<file path="config.mk">
export PLATFORM = sky130hd
export DESIGN_NAME = multi_cycle_ctrl
export DESIGN_NICKNAME = d
export VERILOG_FILES = /design/src/rtl/multi_cycle_ctrl.sv
export SDC_FILE = /design/constraint.sdc
export NUM_CORES = 1
export LEC_CHECK = 0
export ABC_CLOCK_PERIOD_IN_PS = 2700
export BUFFER_PORTS_ARGS = -buffer_cell sky130_fd_sc_hd__buf_2
export CORE_ASPECT_RATIO = 1.2
export CORE_MARGIN = 3
export CORE_UTILIZATION = 55
export CTS_CLUSTER_DIAMETER = 80
export DETAILED_ROUTE_END_ITERATION = 12
export GPL_TIMING_DRIVEN = 0
export PLACE_DENSITY = 0.8
export SLEW_MARGIN = 20
export SYNTH_ARGS = -nofsm -noshare
export SYNTH_HDL_FRONTEND = slang
export SYNTH_SLANG_ARGS = --single-unit
</file>
<file path="constraint.sdc">
create_clock -name clk -period 2.7 [get_ports clk]
set_clock_uncertainty 0.15 [all_clocks]
set_input_delay 0.27 -clock clk [delete_from_list [all_inputs] [get_ports clk]]
set_output_delay 0.27 -clock clk [all_outputs]
set_load 0.01 [all_outputs]
</file>
<file path="src/rtl/multi_cycle_ctrl.sv">
// ---------------------------------------------------------------------------
// multi_cycle_ctrl
//   Multi-cycle sequencer for the MIPS-subset datapath. Each instruction is
//   broken into IF / ID / EX / MEM / WB phases, and the datapath write
//   enables are gated per phase. The block also adds single-step control via
//   run and a sticky trap state for illegal opcodes or arithmetic overflow.
//
// Parameters
//   TRAP_ON_OF   1: overflowing add/sub/addi skips writeback and enters S_TRAP
//                0: the OF flag is ignored
//
// Ports
//   clk        in   system clock, all state changes on the rising edge
//   rst        in   asynchronous active-low reset
//   run        in   permission to fetch the next instruction (checked in S_IF)
//   op_code    in   IR[31:26], valid from S_ID onward
//   funct      in   IR[5:0]
//   ZF, OF     in   ALU zero / overflow flags, sampled in S_EX
//   IR_Write   out  load the instruction register
//   PC_Write   out  load the PC from the source chosen by PC_s
//   PC_s       out  00 PC+4, 01 rs (jr), 10 branch target, 11 jump target
//   ALU_OP     out  ALU operation select
//   imm_s      out  1 sign-extend the immediate, 0 zero-extend it
//   rt_imm_s   out  1 ALU B = immediate, 0 ALU B = rt data
//   w_r_s      out  destination register: 00 rd, 01 rt, 10 r31
//   wr_data_s  out  write data: 00 ALU, 01 memory, 10 return address
//   Write_Reg  out  register-file write enable
//   Mem_Write  out  data-RAM write enable
//   state      out  current FSM state encoding
//   trap       out  high while the sequencer sits in S_TRAP
// ---------------------------------------------------------------------------
module multi_cycle_ctrl #(
  parameter bit TRAP_ON_OF = 1'b1
) (
  input  logic       clk,
  input  logic       rst,
  input  logic       run,
  input  logic [5:0] op_code,
  input  logic [5:0] funct,
  input  logic       ZF,
  input  logic       OF,
  output logic       IR_Write,
  output logic       PC_Write,
  output logic [1:0] PC_s,
  output logic [2:0] ALU_OP,
  output logic       imm_s,
  output logic       rt_imm_s,
  output logic [1:0] w_r_s,
  output logic [1:0] wr_data_s,
  output logic       Write_Reg,
  output logic       Mem_Write,
  output logic [2:0] state,
  output logic       trap
);

  typedef enum logic [2:0] {
    S_IF   = 3'b000,
    S_ID   = 3'b001,
    S_EX   = 3'b010,
    S_MEM  = 3'b011,
    S_WB   = 3'b100,
    S_TRAP = 3'b111
  } state_t;

  state_t     state_q, state_d;
  logic [5:0] op_q, funct_q;

  // Instruction class flags and ALU controls produced by the decoder
  logic       isRAlu, isIAlu, isLw, isSw, isBeq, isBne, isJ, isJal, isJr;
  logic       canOf, legal;
  logic [2:0] aluOp;
  logic       immS, rtImmS;
  logic [5:0] decOp, decFunct;

  // In S_ID the IR fields are only available live; from EX onward the
  // copies latched at the end of ID drive the decoder.
  assign decOp    = (state_q == S_ID) ? op_code : op_q;
  assign decFunct = (state_q == S_ID) ? funct   : funct_q;

  // Decoder: classify the instruction and pick the ALU operation and the
  // immediate handling that EX and WB will present to the datapath.
  always_comb begin
    isRAlu = 1'b0; isIAlu = 1'b0; isLw  = 1'b0; isSw = 1'b0;
    isBeq  = 1'b0; isBne  = 1'b0; isJ   = 1'b0; isJal = 1'b0;
    isJr   = 1'b0; canOf  = 1'b0;
    aluOp  = 3'b000;
    immS   = 1'b0;
    rtImmS = 1'b0;
    case (decOp)
      6'b000000: begin
        isRAlu = 1'b1;
        case (decFunct)
          6'b100000: begin aluOp = 3'b100; canOf = 1'b1; end
          6'b100010: begin aluOp = 3'b101; canOf = 1'b1; end
          6'b100100: aluOp = 3'b000;
          6'b100101: aluOp = 3'b001;
          6'b100110: aluOp = 3'b010;
          6'b100111: aluOp = 3'b011;
          6'b101011: aluOp = 3'b110;
          6'b000100: aluOp = 3'b111;
          6'b001000: begin isRAlu = 1'b0; isJr = 1'b1; end
          default:   isRAlu = 1'b0;
        endcase
      end
      6'b001000: begin isIAlu = 1'b1; aluOp = 3'b100; immS = 1'b1; rtImmS = 1'b1; canOf = 1'b1; end
      6'b001100: begin isIAlu = 1'b1; aluOp = 3'b000; rtImmS = 1'b1; end
      6'b001101: begin isIAlu = 1'b1; aluOp = 3'b001; rtImmS = 1'b1; end
      6'b001110: begin isIAlu = 1'b1; aluOp = 3'b010; rtImmS = 1'b1; end
      6'b001011: begin isIAlu = 1'b1; aluOp = 3'b110; immS = 1'b1; rtImmS = 1'b1; end
      6'b100011: begin isLw = 1'b1; aluOp = 3'b100; immS = 1'b1; rtImmS = 1'b1; end
      6'b101011: begin isSw = 1'b1; aluOp = 3'b100; immS = 1'b1; rtImmS = 1'b1; end
      6'b000100: begin isBeq = 1'b1; aluOp = 3'b101; end
      6'b000101: begin isBne = 1'b1; aluOp = 3'b101; end
      6'b000010: isJ   = 1'b1;
      6'b000011: isJal = 1'b1;
      default: ;
    endcase
  end

  assign legal = isRAlu | isIAlu | isLw | isSw | isBeq | isBne | isJ | isJal | isJr;

  // State register plus the op/funct copies captured as ID completes.
  // Reset aborts any instruction in flight.
  always_ff @(posedge clk or negedge rst) begin
    if (!rst) begin
      state_q <= S_IF;
      op_q    <= 6'd0;
      funct_q <= 6'd0;
    end else begin
      state_q <= state_d;
      if (state_q == S_ID) begin
        op_q    <= op_code;
        funct_q <= funct;
      end
    end
  end

  assign state = state_q;
  assign trap  = (state_q == S_TRAP);

  // Next-state and per-phase outputs. Every enable defaults low and the
  // whole case is skipped while rst is low, so an asynchronous reset drops
  // any partially asserted write in the same instant.
  always_comb begin
    state_d   = state_q;
    IR_Write  = 1'b0;
    PC_Write  = 1'b0;
    PC_s      = 2'b00;
    ALU_OP    = 3'b000;
    imm_s     = 1'b0;
    rt_imm_s  = 1'b0;
    w_r_s     = 2'b00;
    wr_data_s = 2'b00;
    Write_Reg = 1'b0;
    Mem_Write = 1'b0;
    if (rst) begin
      case (state_q)
        S_IF: begin
          if (run) begin
            IR_Write = 1'b1;
            PC_Write = 1'b1;
            state_d  = S_ID;
          end
        end
        S_ID: begin
          if (isJ || isJal) begin
            PC_Write = 1'b1;
            PC_s     = 2'b11;
            if (isJal) begin
              Write_Reg = 1'b1;
              w_r_s     = 2'b10;
              wr_data_s = 2'b10;
            end
            state_d = S_IF;
          end else if (isJr) begin
            PC_Write = 1'b1;
            PC_s     = 2'b01;
            state_d  = S_IF;
          end else if (!legal) begin
            state_d = S_TRAP;
          end else begin
            state_d = S_EX;
          end
        end
        S_EX: begin
          ALU_OP   = aluOp;
          imm_s    = immS;
          rt_imm_s = rtImmS;
          if (isBeq || isBne) begin
            if ((isBeq && ZF) || (isBne && !ZF)) begin
              PC_Write = 1'b1;
              PC_s     = 2'b10;
            end
            state_d = S_IF;
          end else if (isLw || isSw) begin
            state_d = S_MEM;
          end else if (isRAlu || isIAlu) begin
            state_d = (TRAP_ON_OF && canOf && OF) ? S_TRAP : S_WB;
          end else begin
            state_d = S_IF;
          end
        end
        S_MEM: begin
          // Keep the effective-address computation stable across the access
          ALU_OP   = 3'b100;
          imm_s    = 1'b1;
          rt_imm_s = 1'b1;
          if (isSw) begin
            Mem_Write = 1'b1;
            state_d   = S_IF;
          end else begin
            state_d = S_WB;
          end
        end
        S_WB: begin
          ALU_OP    = aluOp;
          imm_s     = immS;
          rt_imm_s  = rtImmS;
          Write_Reg = 1'b1;
          if (isRAlu) begin
            w_r_s     = 2'b00;
            wr_data_s = 2'b00;
          end else if (isLw) begin
            w_r_s     = 2'b01;
            wr_data_s = 2'b01;
          end else begin
            w_r_s     = 2'b01;
            wr_data_s = 2'b00;
          end
          state_d = S_IF;
        end
        S_TRAP: state_d = S_TRAP;
        default: state_d = S_IF;
      endcase
    end
  end

endmodule

</file>
# Yosys cells after proc, flatten, opt, wreduce, memory -nomap -nowiden
# Index checks and enable logic that the tools add are counted.
dict set report classes {
  n_addsub 0
  multipliers 0
  n_div 0
  order_cmp 0
  eq_ne 26
  shifts 0
  n_mux 66
  bitwise 8
  reduce_logical 20
}
# operator count
set op_table {}
lappend op_table {{$eq A6 B6 Y1 const B} 9}
lappend op_table {{$eq A6 B4 Y1 const B} 6}
lappend op_table {{$mux W1} 34}
lappend op_table {{$mux W3} 9}
lappend op_table {{$pmux W3 S7} 1}
lappend op_table {{$eq A6 B3 Y1 const B} 3}
lappend op_table {{$mux W2} 9}
lappend op_table {{$pmux W3 S6} 1}
lappend op_table {{$pmux W3 S5} 1}
lappend op_table {{$eq A6 B2 Y1 const B} 2}
lappend op_table {{$mux W6} 2}
lappend op_table {{$pmux W2 S2} 3}
lappend op_table {{$or A1 B1 Y1} 8}
lappend op_table {{$pmux W1 S2} 4}
lappend op_table {{$reduce_or A8 Y1} 1}
lappend op_table {{$reduce_or A7 Y1} 1}
lappend op_table {{$eq A3 B2 Y1 const B} 2}
lappend op_table {{$eq A3 B3 Y1 const B} 2}
lappend op_table {{$logic_not A6 Y1} 1}
lappend op_table {{$pmux W3 S2} 1}
lappend op_table {{$reduce_or A2 Y1} 3}
lappend op_table {{$logic_or A1 B1 Y1} 5}
lappend op_table {{$reduce_or A5 Y1} 1}
lappend op_table {{$reduce_or A4 Y1} 1}
lappend op_table {{8 further kinds} 10}
dict set report totals {
  reg_bits 15
  latch_bits 0
  ram_bits 0
  mem_bits_ro 0
  in_bits 17
  out_inout_bits 19
  n_memories 0
}

# Logic depth before layout (Yosys ltp)
dict set report depth {
  word_depth 18
  mapped_depth 9
  ltp_nobuf 8
}

# Least setup slack after synthesis
# No wires, ideal clock.
dict set report synth_timing {
  path_type {flip-flop to output port}
  start {register state_q[1] (netlist: state[1])}
  end {output port ALU_OP[2]}
  arrival_time_ns 2.091
  path_slack_ns 0.189
  path_stages_with_launch 10
  path_buffers 2
  cell_sequence {dfrtp_1 buf_4 or3b_1 buf_4 a21boi_4 inv_2 and3_1 o22ai_1 o2111ai_1 o21ai_0}
}
dict set report synth_between {
  elab_chain_cells 7
}
# element line_no
set synth_rtl {}
lappend synth_rtl {{start, declared} 65} ;# state_t state_q, state_d;
lappend synth_rtl {{start signal, assigned} 130} ;# state_q <= state_d;
lappend synth_rtl {{$eq A3 B1 Y1 (*)} 77} ;# assign decOp = (state_q == S_ID) ? op_code : op_q;
lappend synth_rtl {{$mux W6 (*)} n/a}
lappend synth_rtl {{via decOp[3]} 73} ;# logic [5:0] decOp, decFunct;
lappend synth_rtl {{$eq A6 B6 Y1 (tied with other cells)} 89} ;# case (decOp)
lappend synth_rtl {{$reduce_or A3 Y1 (no line) or $reduce_or A2 Y1 (tied branches)} n/a}
lappend synth_rtl {{$pmux W3 S6 (*)} 89}
lappend synth_rtl {{$pmux W3 S2 (*)} 157} ;# case (state_q)
lappend synth_rtl {{$mux W3 (*)} 156} ;# if (rst) begin
lappend synth_rtl {{end, declared} 45} ;# output logic [2:0] ALU_OP,
# Mark *: on every way through the listed nets, which the timed path passes. The rest lies on a longest branch.

# Final worst setup path
dict set report layout_timing {
  start {register state_q[1] (netlist: state[1])}
  end {output port ALU_OP[1]}
}
# The elaborated chain is that of the path after synthesis.

==> flow_summary.toml <==
[timing]
drv_slew = 0
tightest_slew_ns = 0.771
rsz0062_at_grt = "yes"
setup_viol_count_final = 7
finalWorstSetupSlack_ns = -0.216
finalCritPeriodShare_pct = 108
fmax_ghz = 0.343
fin_crit_ns = 2.92
maxSlewHeadroom_pct = 48.4
timing.hold.ws_ns = 0.0693
finalHoldViolCount = 0

[drt]
drt-pass1-iter-count = 6
drc_errors = 0
antenna_left = 0
via_per_inst = 6.94
wirelength_mm = 6.21
drt-initial-drc-count = 214
vias = 2215
wl_per_cell_um = 19.5

[place]
dp_slack_ns = -0.213
port-buffer-count = 33
place_area_um2 = 1870
dp_hpwl_mm = 3.90
place_congestion = 0.952

[floorplanning]
dieArea_um2 = 3730
die_w_um = 56.3
num_rows = 21
core_area_um2 = 2840
initial_core_util_pct = 58.7
die_y_um = 66.3
io_pins = 36

[synth]
synth.distinct_cells = 50
ys_seq_area_share_pct = 22.5
synth_area_um2 = 1670
synthFlopType = "dfrtp_1"
synth_cells = 229
yosys_warnings = 0
syn_nets = 246
avgSynthCellArea_um2 = 7.28
synth_enable_flop_cells = 0
ys_ff_latch = 15
async_flop_share_pct = 100

[finish]
final_common_cell = "buf_2"
layout_common_cells = "buf_2, nand2_1, nor2_1"
design_area_um2 = 2290
final_net_count = 303
antenna_cells = 0
drive_gt1_share_pct = 34.4
area_growth_pct = 37.3
post-route-util_pct = 80.6

[power_and_ir_drop]
fin_total_pwr_w = 0.00229
power_leakage_nw = 0.993
ir_worst_vdd_v = 0.000825
p_per_area_nw_per_um2 = 999

[outcome]
violations = "negative setup slack"
status = "finished, violations left"

[clock_network]
clk_pin_slew_worst_paths_ns = 0.10
cts_inserted_buffers = 3
cts_tree = "built"
cts_root_buf = "clkbuf_4"
insertion_delay_ns = 0.29
h-tree-depth = 1
clock_sinks = 15
clockBufferDepth = 2

[critical_path]
crit_type = "flop to primary output"
crit_arrival_ns = 2.50
worstPathMaxFanout = 8
endpoint_kind = "primary output"
worstPathRequired_ns = 2.28
start_kind = "flop"

[grt]
antenna_found_initial = 0
grt_max_degree = 16
grt_pass1_vias = 1990
track_usage_pct = 31.8
grt-ovfl-total = 0
grt_pass1_wl_mm = 9.30

[run]
max_cap_viol_count = 0

[hold_path]
hold_path.class = "primary input to flop"
power breakdown:
group	switching, W	leakage, nW	internal, W
Clock	0.0000837	0.0150	0.0000576
Sequential	0.000183	0.182	0.000333
Combinational	0.000868	0.796	0.000759
Total	0.00114	0.993	0.00115
final timing paths:
path / startpoint / endpoint / slack (ns) / cells past startpoint
max: state[1]$_DFFE_PN0P_ / ALU_OP[1] / -0.22 / 11
min: op_code[4] / op_q[4]$_DFF_PN0_ / 0.07 / 3
max reg2reg: state[1]$_DFFE_PN0P_ / state[2]$_DFFE_PN0P_ / 0.13 / 11
min reg2reg: op_q[4]$_DFF_PN0_ / op_q[4]$_DFF_PN0_ / 0.43 / 2
max in group asynchronous: rst / op_q[0]$_DFF_PN0_ / 1.32 / 2
min in group asynchronous: rst / funct_q[4]$_DFF_PN0_ / 0.55 / 2
final cells by class:
cell class	instances	area (um^2)
Tap cell	34	42.5
Clock buffer	4	26.3
Timing Repair Buffer	54	348
Sequential cell	15	377
Multi-Input combinational cell	192	1370
Buffer	13	100
Fill cell	197	549
Inverter	7	26.3
cell families after synthesis:
group | after synthesis | synth area share, %
XOR/XNOR | 6 | 3.15
AO/OA/AOI/OAI | 59 | 25.0
AND/OR/NAND/NOR | 117 | 36.9
buffers and inverters | 22 | 6.01
multiplexers | 10 | 6.38
flip-flops | 15 | 22.5
routing by layer:
layer | track usage [%] | up-vias | wire length (um)
met5 | 0 | - | 0
met4 | 16.3 | 0 | 372
met3 | 4.49 | 46 | 641
met2 | 54.5 | 199 | 2920
met1 | 38.4 | 1011 | 2280
li1 | - | 959 | -
sequential cells by signal, summed over array words and instances, names as in the netlist:
name	cells
funct_q	6
op_q	6
state	3
synth_stat cells (all sizes together), types with 3 or more instances:
library cell  count  share of area [%]
buf               6                2.4
dfrtp            15                 23
and3              5                1.9
nand2b            3                1.1
nor2             19                4.3
a211oi            3                1.4
clkbuf            9                2.0
nor2b            12                4.5
or2               3                1.1
nand2            27                6.1
and2              3                1.1
nand3            18                5.4
o21ai            16                4.8
mux2i             5                3.0
nor4b             3                1.6
a21oi             9                2.7
inv               7                1.6
nor3             10                3.0
o211ai            4                1.8
a21boi            5                2.9
xor2              4                2.1
nand4             3                1.1
mux2              5                3.4
worst max-delay path, stage by stage (launching register included):
cell and delay, ns:
dfrtp_1 0.43, buf_6 0.14, nor3b_4 0.22, buf_6 0.15, buf_12 0.12, mux2i_4 0.27
inv_2 0.07, nand4_1 0.14, o22ai_2 0.10, o2111ai_2 0.25, o21ba_1 0.19, buf_2 0.13
per-stage QoR:
stage | cells | setup TNS, ns
finish | 319 | -0.814
CTS | 312 | -0.308
floorplan | 229 | 0
detailed placement | 296 | -0.704
global route | 319 | -1.82
global placement | 296 | -0.739
what timing repair did:
item / in CTS / in global routing
endpoints found under the hold margin: 15 / 0
buffers inserted: 13 / 7
pin swaps: 11 / 14
endpoints found under the setup margin: 11 / 11
hold buffers: 1 / 0
resized for setup: 40 / 21
Note: power is estimated with default switching activity, not from simulation.
